[config.mk]
export PLATFORM = sky130hd
export DESIGN_NAME = tick_scheduler
export DESIGN_NICKNAME = d
export VERILOG_FILES = /design/src/rtl/tick_scheduler.sv
export SDC_FILE = /design/constraint.sdc
export NUM_CORES = 1
export LEC_CHECK = 0
export CAP_MARGIN = 20
export CORE_MARGIN = 1.5
export CORE_UTILIZATION = 60
export DETAILED_ROUTE_END_ITERATION = 12
export GPL_TIMING_DRIVEN = 1
export PLACE_DENSITY = 0.8
export SKIP_LAST_GASP = 1
export SLEW_MARGIN = 20
export SYNTH_ARGS = -nofsm -noshare
export SYNTH_HDL_FRONTEND = slang
export SYNTH_SLANG_ARGS = --single-unit
[constraint.sdc]
create_clock -name in_clk -period 3.5 [get_ports in_clk]
set_input_delay 0.7 -clock in_clk [delete_from_list [all_inputs] [get_ports in_clk]]
set_output_delay 0.7 -clock in_clk [all_outputs]
set_load 0.02 [all_outputs]
[src/rtl/tick_scheduler.sv]
// tick_scheduler
// Run/pause/step controller for the game tick. It produces a single-cycle
// tick enable and a phase square wave from the system clock. The tick
// period is selected at run time. When the level feature is built, the
// period can also shorten as the level rises.
//
// Optional feature macro: TICK_SPEEDUP_EN
//   defined   -> a tick counter is built. The level increases every
//                LEVEL_TICKS ticks and saturates at 15. Each level reduces
//                the period by STEP.
//   undefined -> level is tied to 0.
//
// Ports:
//   in_clk    in   system clock; all state changes on its rising edge
//   rst_n     in   asynchronous, active-low reset
//   start     in   pulse, IDLE -> RUN
//   stop      in   pulse, any state -> IDLE (highest priority)
//   pause     in   level, RUN <-> PAUSE
//   step_req  in   4-phase request for one tick while paused
//   step_ack  out  acknowledge for step_req
//   speed_sel in   base period = BASE_PERIOD >> speed_sel
//   tick      out  one-cycle enable pulse
//   phase     out  toggles on every tick
//   running   out  high while in RUN
//   level     out  current level (0..15)
module tick_scheduler #(
  parameter int CNT_W       = 24,
  parameter int BASE_PERIOD = 1_000_000,
  parameter int STEP        = 50_000,
  parameter int MIN_PERIOD  = 100_000,
  parameter int LEVEL_TICKS = 64
) (
  input  logic       in_clk,
  input  logic       rst_n,
  input  logic       start,
  input  logic       stop,
  input  logic       pause,
  input  logic       step_req,
  output logic       step_ack,
  input  logic [1:0] speed_sel,
  output logic       tick,
  output logic       phase,
  output logic       running,
  output logic [3:0] level
);

  // The period arithmetic is 5 bits wider than the counter. This keeps
  // base - level*STEP from wrapping, so the signed compare floors
  // negative results.
  localparam int EXT_W = CNT_W + 5;
  localparam logic [CNT_W-1:0]        BASE_P = CNT_W'(BASE_PERIOD);
  localparam logic signed [EXT_W-1:0] MIN_P  = EXT_W'(MIN_PERIOD);

  typedef enum logic [1:0] {
    S_IDLE  = 2'd0,
    S_RUN   = 2'd1,
    S_PAUSE = 2'd2
  } state_t;

  state_t            r_state;
  state_t            w_state_next;
  logic              r_running;
  logic              r_tick;
  logic              r_phase;
  logic              r_step_ack;
  logic [CNT_W-1:0]  r_count;
  logic [CNT_W-1:0]  r_cur_period;

  logic signed [EXT_W-1:0] w_base;
  logic signed [EXT_W-1:0] w_dec;
  logic signed [EXT_W-1:0] w_diff;
  logic [CNT_W-1:0]        w_period;
  logic                    w_wrap;
  logic                    w_step_go;

`ifdef TICK_SPEEDUP_EN
  localparam int TC_W = $clog2(LEVEL_TICKS + 1);
  localparam logic [EXT_W-1:0] STEP_P = EXT_W'(STEP);

  logic [TC_W-1:0] r_tick_cnt;
  logic [3:0]      r_level;

  assign w_dec = $signed(EXT_W'(r_level) * STEP_P);
  assign level = r_level;

  // The counter samples the registered tick. This makes a new level visible
  // in the cycle after the tick that caused it.
  always_ff @(posedge in_clk or negedge rst_n) begin
    if (!rst_n) begin
      r_tick_cnt <= '0;
      r_level    <= 4'd0;
    end else if (stop) begin
      r_tick_cnt <= '0;
      r_level    <= 4'd0;
    end else if (r_tick) begin
      if (r_tick_cnt == TC_W'(LEVEL_TICKS - 1)) begin
        r_tick_cnt <= '0;
        if (r_level != 4'hF) begin
          r_level <= r_level + 4'd1;
        end
      end else begin
        r_tick_cnt <= r_tick_cnt + 1'b1;
      end
    end
  end
`else
  assign w_dec = '0;
  assign level = 4'd0;
`endif

  assign w_base   = $signed({5'd0, BASE_P >> speed_sel});
  assign w_diff   = w_base - w_dec;
  assign w_period = (w_diff < MIN_P) ? MIN_P[CNT_W-1:0] : w_diff[CNT_W-1:0];

  assign w_wrap = (r_state == S_RUN) && (r_count == r_cur_period - 1'b1);
  // A step right after a wrap tick (pause asserted on the wrap edge) is
  // delayed by one cycle. This prevents two back-to-back tick cycles.
  assign w_step_go = (r_state == S_PAUSE) && step_req && !r_step_ack && !r_tick;

  always_comb begin
    w_state_next = r_state;
    case (r_state)
      S_IDLE:  if (start)  w_state_next = S_RUN;
      S_RUN:   if (pause)  w_state_next = S_PAUSE;
      S_PAUSE: if (!pause) w_state_next = S_RUN;
      default: w_state_next = S_IDLE;
    endcase
    if (stop) begin
      w_state_next = S_IDLE;
    end
  end

  always_ff @(posedge in_clk or negedge rst_n) begin
    if (!rst_n) begin
      r_state   <= S_IDLE;
      r_running <= 1'b0;
    end else begin
      r_state   <= w_state_next;
      r_running <= (w_state_next == S_RUN);
    end
  end

  always_ff @(posedge in_clk or negedge rst_n) begin
    if (!rst_n) begin
      r_count      <= '0;
      r_cur_period <= '0;
      r_tick       <= 1'b0;
      r_phase      <= 1'b0;
      r_step_ack   <= 1'b0;
    end else begin
      r_tick <= 1'b0;
      if (stop) begin
        r_count    <= '0;
        r_phase    <= 1'b0;
        r_step_ack <= 1'b0;
      end else begin
        case (r_state)
          S_IDLE: begin
            r_count <= '0;
            if (start) begin
              r_cur_period <= w_period;
            end
          end
          S_RUN: begin
            // The pause request on this edge does not suppress the count
            // or a wrap tick.
            if (w_wrap) begin
              r_count      <= '0;
              r_tick       <= 1'b1;
              r_phase      <= ~r_phase;
              r_cur_period <= w_period;
            end else begin
              r_count <= r_count + 1'b1;
            end
          end
          S_PAUSE: begin
            if (w_step_go) begin
              r_tick  <= 1'b1;
              r_phase <= ~r_phase;
            end
          end
          default: r_count <= '0;
        endcase

        // The ack is held while the request stays high. Outside PAUSE the
        // ack is forced low.
        if (r_state == S_PAUSE) begin
          if (w_step_go) begin
            r_step_ack <= 1'b1;
          end else if (!step_req) begin
            r_step_ack <= 1'b0;
          end
        end else begin
          r_step_ack <= 1'b0;
        end
      end
    end
  end

  assign tick     = r_tick;
  assign phase    = r_phase;
  assign running  = r_running;
  assign step_ack = r_step_ack;

endmodule

Yosys cells after proc, flatten, opt, wreduce, memory -nomap -nowiden
Cells that the tools add are included. Widths: inputs -> output; s select.

Register bits: 54. Input port bits: 8. Word-level logic and storage cells: 58.

$add $sub $neg: 2. Order comparisons: 1. Equal/unequal tests: 10. Shifts and indexed selects: 1. Mux-type cells: 24. Bitwise gates (word level): 2. Reduce and logical (&&, ||, !) cells: 11.

Operator list (number): $mux 24 (5); $pmux 24 s2 (2); $add 24x1->24 const B (1); $eq 24x24->1 (1); $lt 24x17->1 const B (1); $shr 20x2->24 const A (1); $sub 24x1->24 const B (1); $mux 1 (10); $mux 2 (4); $ne 2x2->1 const B (3); $ne 3x3->1 const B (2); $pmux 2 s3 (1); $eq 2x1->1 const B (2); $logic_and 1x1->1 (4); $ne 4x4->1 const B (1); $pmux 1 s2 (2); $reduce_and 4->1 (1); $reduce_and 3->1 (1); $reduce_bool 3->1 (1); $eq 2x2->1 const B (1); $logic_not 1->1 (2); $logic_not 2->1 (1); $not 1->1 (2); $reduce_bool 2->1 (1).

Logic depth before layout (Yosys ltp)
Gate-level depths: netlist (run 1).

Depth in word-level cells: 7. Gate-level depth with buffers: 12. Gate-level depth less buffers: 9.

Least setup slack after synthesis (run 1)
No wires, ideal clock.

Path kind: register to register. Start point: register r_cur_period[12]. End point: register r_cur_period[12]. Library setup time: 125 ps. Arrival: 3007 ps. Data required time: 3375 ps. Setup slack: 368 ps. Stages on the path, launching flop included: 12. Path buffers: 2. Clock period less this slack: 3132 ps. Path through: dfrtp_1 -> clkbuf_1 -> inv_1 -> ha_1 -> nor2b_1 -> nand4b_1 -> o311a_1 -> a2111oi_1 -> o2111ai_1 -> a2111oi_4 -> buf_6 -> mux2_4.

Word-level cells in the longest chain between the ends: 5.

Ends and longest elaborated chain: from (decl) (line 67) `logic [CNT_W-1:0] r_cur_period;`; from (signal assigned) (line 161) `r_cur_period <= w_period;`; from (signal assigned) (line 171) `r_cur_period <= w_period;`; $sub 24x1->24 (line 115) `assign w_wrap = (r_state == S_RUN) && (r_count == r_cur_period - 1'b1);`; $eq 24x24->1 (line 115); $logic_and 1x1->1 (line 115); $ne 2x2->1 (no line); $reduce_and 4->1 (no line).

Every way passes these cells. A chain may end at the register's enable or synchronous reset.

Worst setup path in the final report (run 1)
Start point: register r_cur_period[19]. End point: register r_cur_period[8].

Same word-level chain as after synthesis.

==> summary by stage, run 1 <==
Global routing
The number of global-route vias before repair is 2285. The first global-routing pass estimated 10.9 mm of wire. The total global-route track usage is 0.262.

The pin count of the biggest net entering global routing is 43. After global routing the overflow that remains totals 0. The initial antenna violation count came to 0.

Floorplan
The floorplan die width is 73.4 um. The area of the die is 5390 um^2. The I/O pin count is 16. The floorplan step defined a core boundary enclosing 4750 um^2.

The die boundary height is 73.4 um. The initial cell density of the core is 0.626. The number of rows created at floorplan is 25.

STA
The worst path needs 3.31 ns of the cycle, external delays included. The actual transition at the worst max-transition pin is 0.946 ns. The final number of hold-violating endpoints came to 0. The tightest hold margin is 0.536 ns.

The worst slew margin relative to its limit is 0.369. For the final routed database, the setup TNS stands at 0 ns. Setup repair after global routing left no endpoint under its margin.

Static timing analysis puts the maximum clock frequency at 0.302 GHz. The worst clock skew on the final layout is 0.0143 ns. In the finished design, the share of the clock period the worst path needs comes to 0.946. The count of final max-slew check failures was 0. Setup violations remaining at the end of the flow were counted as 0. After layout, the worst setup slack is 0.189 ns.

Synthesis
The post-synthesis average cell area is 8.88 um^2. Among all flip-flop cells after synthesis, the most frequent one is dfrtp_1. In the synthesized netlist the async set-or-reset flop fraction comes to 1.00. The dominant cell by count in the synthesized netlist is dfrtp_1. Ranked by instance count, the synthesized netlist is headed by dfrtp_1 (42), nand2_1 (28), nand3_1 (21). Counting flops with a built-in enable in the synthesized netlist gives 0. Yosys attributes the largest share of cell area to dfrtp_1 (35%), ha_1 (5.5%), nand2_1 (3.5%). The portion of the post-synthesis area used by sequential elements is 0.353. In this run, synthesis produced a sequential element count of 42. After technology mapping, the gate count stands at 335. The leading area contributor after synthesis is dfrtp_1. The post-synthesis instance area is 2980 um^2. The top-area cell type share of the netlist area is 0.353. Yosys mapped the design onto 57 distinct sky130hd cell types. During synthesis, Yosys emitted a total of 0 warnings.

Critical path
The critical-path cell with the highest stage delay is or4_1. Data arrives at the worst endpoint at 3.49 ns. The type of the worst setup path is reg2reg.

The worst setup path is launched from a flop. STA classifies the critical path endpoint as a flop. The most common cell type on the critical path is buf_4. The delay of the slowest cell on the worst path is 0.51 ns. Of all nets on the critical path, the largest fanout is 12. STA puts the critical path data required time at 3.68 ns. Traced cell by cell, the critical path runs through buf_4 -> or3_1 -> or4_1 -> a211o_1 -> nor3_2 -> o2111ai_2 -> a2111oi_4 -> buf_4 -> mux2_2.

Route
After detailed routing, the number of vias per cell comes to 6.28. Summing over every cut layer, the via total after detailed routing is 2593. The number of antenna-violating nets in the routed design is 0. The average wire per cell in the routed design is 16.2 um.

After detailed routing, the number of remaining DRC violations is 0. The total wire length after detailed routing is 6.69 mm. The length of the first detailed-routing pass in iterations is 4. The detailed router finished its first iteration with 199 violations.

Pwr
The overall power after layout is 1.49 mW. In this run the static leakage power is 1.34 nW. In this run the power density over the cells is 459 nW/um^2.

The worst-case IR drop observed on VDD is 0.000307 V.

Cells and area
The relative area change from synthesis to final layout is 9.50%. The number of antenna diodes is 0. The net count reported at finish is 366. The fraction of layout cells with a size suffix above 1 is 0.118. For this run, the number of standard cells in the final layout without fillers is 413.

CTS
The CTS tree is yes. The H-tree level count is 2. At the later pin of the worst-skew pair, clock insertion delay measures 0.30 ns. The clock buffer count from CTS is 5. The count of hold buffers inserted by post-cts repair is 0.

The CTS root buffer is clkbuf_8. CTS saw 42 sinks. The deepest clock path buffer count is 2. The clock-pin slew on the worst setup and hold paths is 0.08 ns.

Status
The flow ran to the end, and the final reports show no timing, DRC or antenna violations.

Placement
At the placement stage, the worst setup path has a slack of 0.218 ns. The number of placed instances with taps included is 405. The half-perimeter wire length after placement is 4.73 mm.

The global placement routability congestion is 0.916. Buffers placed on the I/O ports in this run total 11.

Hold path
The path class of the lowest-slack min-delay path is in2async.

Flow run
The max-cap check violation count is 0.
## layout by cell type, fill, tap and decap left out, types with 10 or more instances in the layout
master           count
inv_1               20
nor2_1              13
buf_4               15
nand4_1             15
nand2_1             27
ha_1                13
dfrtp_1             42
a31oi_1             14
mux2i_1             10
and3_1              10
clkdlybuf4s50_1     10
nand3_1             21
## what timing repair did
| action | in CTS | in global routing |
|---|---|---|
| resized for setup | 0 | 1 |
| buffers inserted | 0 | 0 |
| endpoints found under the setup margin | 0 | 1 |
## path summary, 6_finish.rpt
kind | slack (ns) | depth (start not counted) | endpoint | start
min reg2reg | 0.55 | 1 | r_cur_period[16] | r_cur_period[16]
max reg2reg | 0.19 | 9 | r_cur_period[8] | r_cur_period[19]
min in group in_clk | 0.55 | 1 | r_cur_period[16] | r_cur_period[16]
min | 0.54 | 1 | running | rst_n
max | 0.19 | 9 | r_cur_period[8] | r_cur_period[19]
max in group asynchronous | 2.37 | 1 | r_count[18] | rst_n
## critical path: cells and delay by family, from the launching register on
family | cells | cell delay [ns]
mux | 1 | 0.36
simple gates | 3 | 1.10
compound gates | 3 | 0.88
flops | 1 | 0.40
buf+inv | 2 | 0.45
## layer usage
metal  GRT usage  vias up  wire length, um
met5           0        -                0
met4      0.0761        0               78
met3      0.0425       12              282
met2       0.424       82             3250
met1       0.364     1254             3080
li1            -     1245                -
## registers in the layout, summed over array words and instances (netlist names)
name,cells
r_state,2
step_ack,1
phase,1
tick,1
r_count,24
running,1
r_cur_period,12
## cells by family after synthesis
group	synth area share
AO/OA/AOI/OAI	0.141
XOR/XNOR	0.0500
adder cells (fa/ha/maj)	0.0547
buffers and inverters	0.0719
flip-flops	0.353
multiplexers	0.0614
other	0.00126
AND/OR/NAND/NOR	0.267
## power breakdown
part           switching (mW)  internal, mW
combinational           0.305         0.268
sequential             0.0529         0.534
clock                   0.177         0.159
## area by class of cell
cell class | instances | area, um^2
clock buffers | 6 | 82.6
clock inverters | 2 | 12.5
fillers | 389 | 1500
inverters | 20 | 75.1
multi-input cells | 250 | 1740
flip-flops and latches | 42 | 1050
well taps | 67 | 83.8
repair buffers | 26 | 218
## metrics by stage
step	util	cell area, um^2
2_1_floorplan	-	2990
3_3_place_gp	0.665	3160
3_5_place_dp	0.665	3160
4_1_cts	0.685	3260
5_1_grt	0.685	3260
6_report	0.685	3260
No activity file was read; power rests on OpenSTA's default activity.
==> run 2, diff against run 1 <==
- CAP_MARGIN: 20 -> 25
==> run 2 against run 1 <==
Net effect:
- critical path depth did not move
- via count fell by 0.81%
- register-to-register slack barely moved
- cell area rose by 0.61%
- clock skew barely moved
- final cell count rose by 0.24%
- count of clock-buffer cells in the layout did not move
- critical endpoint unchanged
==> summary by stage, run 2 (synthesized netlist as in run 1, its figures left out) <==
STA
Setup repair after global routing left no endpoint under its margin. The final number of hold-violating endpoints came to 0 (unchanged). The final count of negative-setup-slack endpoints is 0 (unchanged). The worst clock skew on the final layout came to 0.0148 ns (+0.000484 ns). The final period utilization was 0.944 (-0.00184). The final setup TNS is 0 ns (unchanged). The count of final max-slew check failures is 0 (unchanged). The top achievable clock speed is 0.303 GHz (+0.20%). The clock period minus final worst setup slack is 3.30 ns (-0.00644 ns). The tightest hold margin is 0.310 ns (-0.227 ns).

Critical path
The critical-path cell with the highest stage delay is or4_4. The critical path is of the reg2reg type. The delay of the slowest cell on the worst path came to 0.50 ns (about the same). The required time at the endpoint of the critical path is 3.68 ns (about the same). The kind of launch point of the worst setup path is a flop. The worst path arrival time is 3.48 ns (about the same). The biggest fanout along the worst timing path is 12 (unchanged). The critical path goes through buf_4 -> or4_4 -> or4_1 -> a211o_1 -> nor3_2 -> o2111ai_2 -> a2111oi_4 -> buf_4 -> mux2_2.

The most common cell type on the critical path is buf_4. The type of destination of the critical path is a flop.

Cells and area
The largest register by flop count is r_count. The library cells used most frequently in the layout, excluding fill and tap cells, are dfrtp_1 (42), nand2_1 (27), nand3_1 (21). The leading cell type in the layout, fill and taps excluded is dfrtp_1.

The largest registers in the layout are r_count x24, r_cur_period x12, r_state x2. The final core area utilization is 0.689 (+0.00421). The number of flip-flops in the largest register is 24 (unchanged). The area growth from synthesis to layout is 10.2%. The fraction of layout cells with a size suffix above 1 is 0.121 (+0.00254). The number of antenna diodes is 0 (unchanged).

The layout filler cell count was 384 (-1.3%). The net count reported at finish is 367 (+0.27%).

Global routing
The number of global-route vias before repair is 2285 (unchanged). The wire length of the first global-routing pass was 10.9 mm (unchanged). The total global-route track usage came to 0.262 (unchanged). The pin count of the biggest net entering global routing is 43 (unchanged). The total congestion overflow was 0 (unchanged).

The initial antenna violation count came to 0 (unchanged).

Route
The average wire per cell in the routed design was 16.3 um (+0.47%). The number of antenna-violating nets in the routed design is 0 (unchanged). The via density per instance came to 6.21 (-1.0%).

The number of DRC markers after the initial detailed-route iteration is 197 (-1.0%). The total wire length after detailed routing is 6.74 mm (+0.72%). The number of remaining DRC errors is 0 (unchanged). The length of the first detailed-routing pass in iterations is 5 (+1). The total number of vias is 2572 (-0.81%).

Pwr
The cell leakage power is 1.35 nW (+0.70%). The peak supply drop is 0.000307 V (about the same). The areal power density over the cells was 456 nW/um^2 (-0.53%).

Floorplan
The area of the die came to 5390 um^2 (unchanged). The initial cell density of the core was 0.626 (unchanged). The die boundary height came to 73.4 um (unchanged). The core box area is 4750 um^2 (unchanged). The floorplan die width is 73.4 um (unchanged).

The number of rows created at floorplan is 25 (unchanged). The I/O pin count is 16 (unchanged).

CTS
The clock buffer count from CTS was 5 (unchanged). The deepest clock path buffer count came to 2 (unchanged). The cell sitting at the root of the clock tree is a clkbuf_8. The count of hold buffers inserted by post-cts repair is 0 (unchanged). The CTS tree is yes. The clock-pin slew on the worst setup and hold paths is 0.08 ns (about the same). The number of clock sinks is 42 (unchanged). The clock latency of the later-clocked register in the worst-skew pair came to 0.30 ns (about the same). The H-tree level count is 2 (unchanged).

Status
The flow ran to the end, and the final reports show no timing, DRC or antenna violations.

Flow run
The max-cap check violation count was 0 (unchanged).

Placement
The global placement routability congestion is 0.916 (unchanged). The half-perimeter wire length after placement is 4.73 mm (unchanged). The number of buffers added on ports was 11 (unchanged).

Hold path
The path class of the lowest-slack min-delay path is in2async.
==> run 2: metal layers <==
metal	vias up	track usage	routed length, um
li1	1242	-	-
met1	1242	0.364	3120
met2	77	0.424	3260
met3	11	0.0425	263
met4	0	0.0761	90
met5	-	0	0
==> run 2: critical path: cells and delay by family, from the launching register on <==
family | cells | cell delay (ns)
compound gates | 3 | 0.88
buf+inv | 2 | 0.45
mux | 1 | 0.36
flops | 1 | 0.41
simple gates | 3 | 1.09
==> run 2: final timing paths <==
path / cells after the start / to / start / slack, ns
setup / recovery: 9 / r_cur_period[8] / r_cur_period[8] / 0.20
hold / removal: 1 / running / rst_n / 0.31
setup reg to reg: 9 / r_cur_period[8] / r_cur_period[8] / 0.20
hold reg to reg: 1 / r_count[1] / r_count[1] / 0.55
max in group asynchronous: 2 / r_count[18] / rst_n / 2.71
min in group in_clk: 1 / r_count[1] / r_count[1] / 0.55
==> run 2: area by class of cell <==
cell class              instances  area, um^2  share of cell area
multi-input cells             250        1740               0.529
flip-flops and latches         42        1050               0.321
repair buffers                 27         238              0.0725
well taps                      67        83.8              0.0256
clock buffers                   6        82.6              0.0252
inverters                      20        75.1              0.0229
clock inverters                 2        12.5             0.00382
==> run 2: metrics by stage <==
| step | area, um^2 | setup slack, ns | instances | power (mW) |
|---|---|---|---|---|
| floorplan | 2990 | 0.368 | 338 | 1.01 |
| global placement | 3160 | 0.275 | 405 | 1.15 |
| detailed placement | 3160 | 0.218 | 405 | 1.16 |
| CTS | 3260 | 0.184 | 413 | 1.49 |
| global route | 3280 | 0.00709 | 414 | 1.57 |
| finish | 3280 | 0.196 | 414 | 1.50 |
==> run 2: what timing repair did <==
item	4_1_cts	5_1_grt
gates resized for setup	0	1
buffers inserted	0	0
setup endpoints to repair	0	1
==> run 2: power breakdown <==
group / total [mW] / internal, mW / switching (mW)
logic: 0.575 / 0.270 / 0.305
clock network: 0.334 / 0.159 / 0.175
registers: 0.587 / 0.534 / 0.0532
total: 1.50 / 0.962 / 0.534
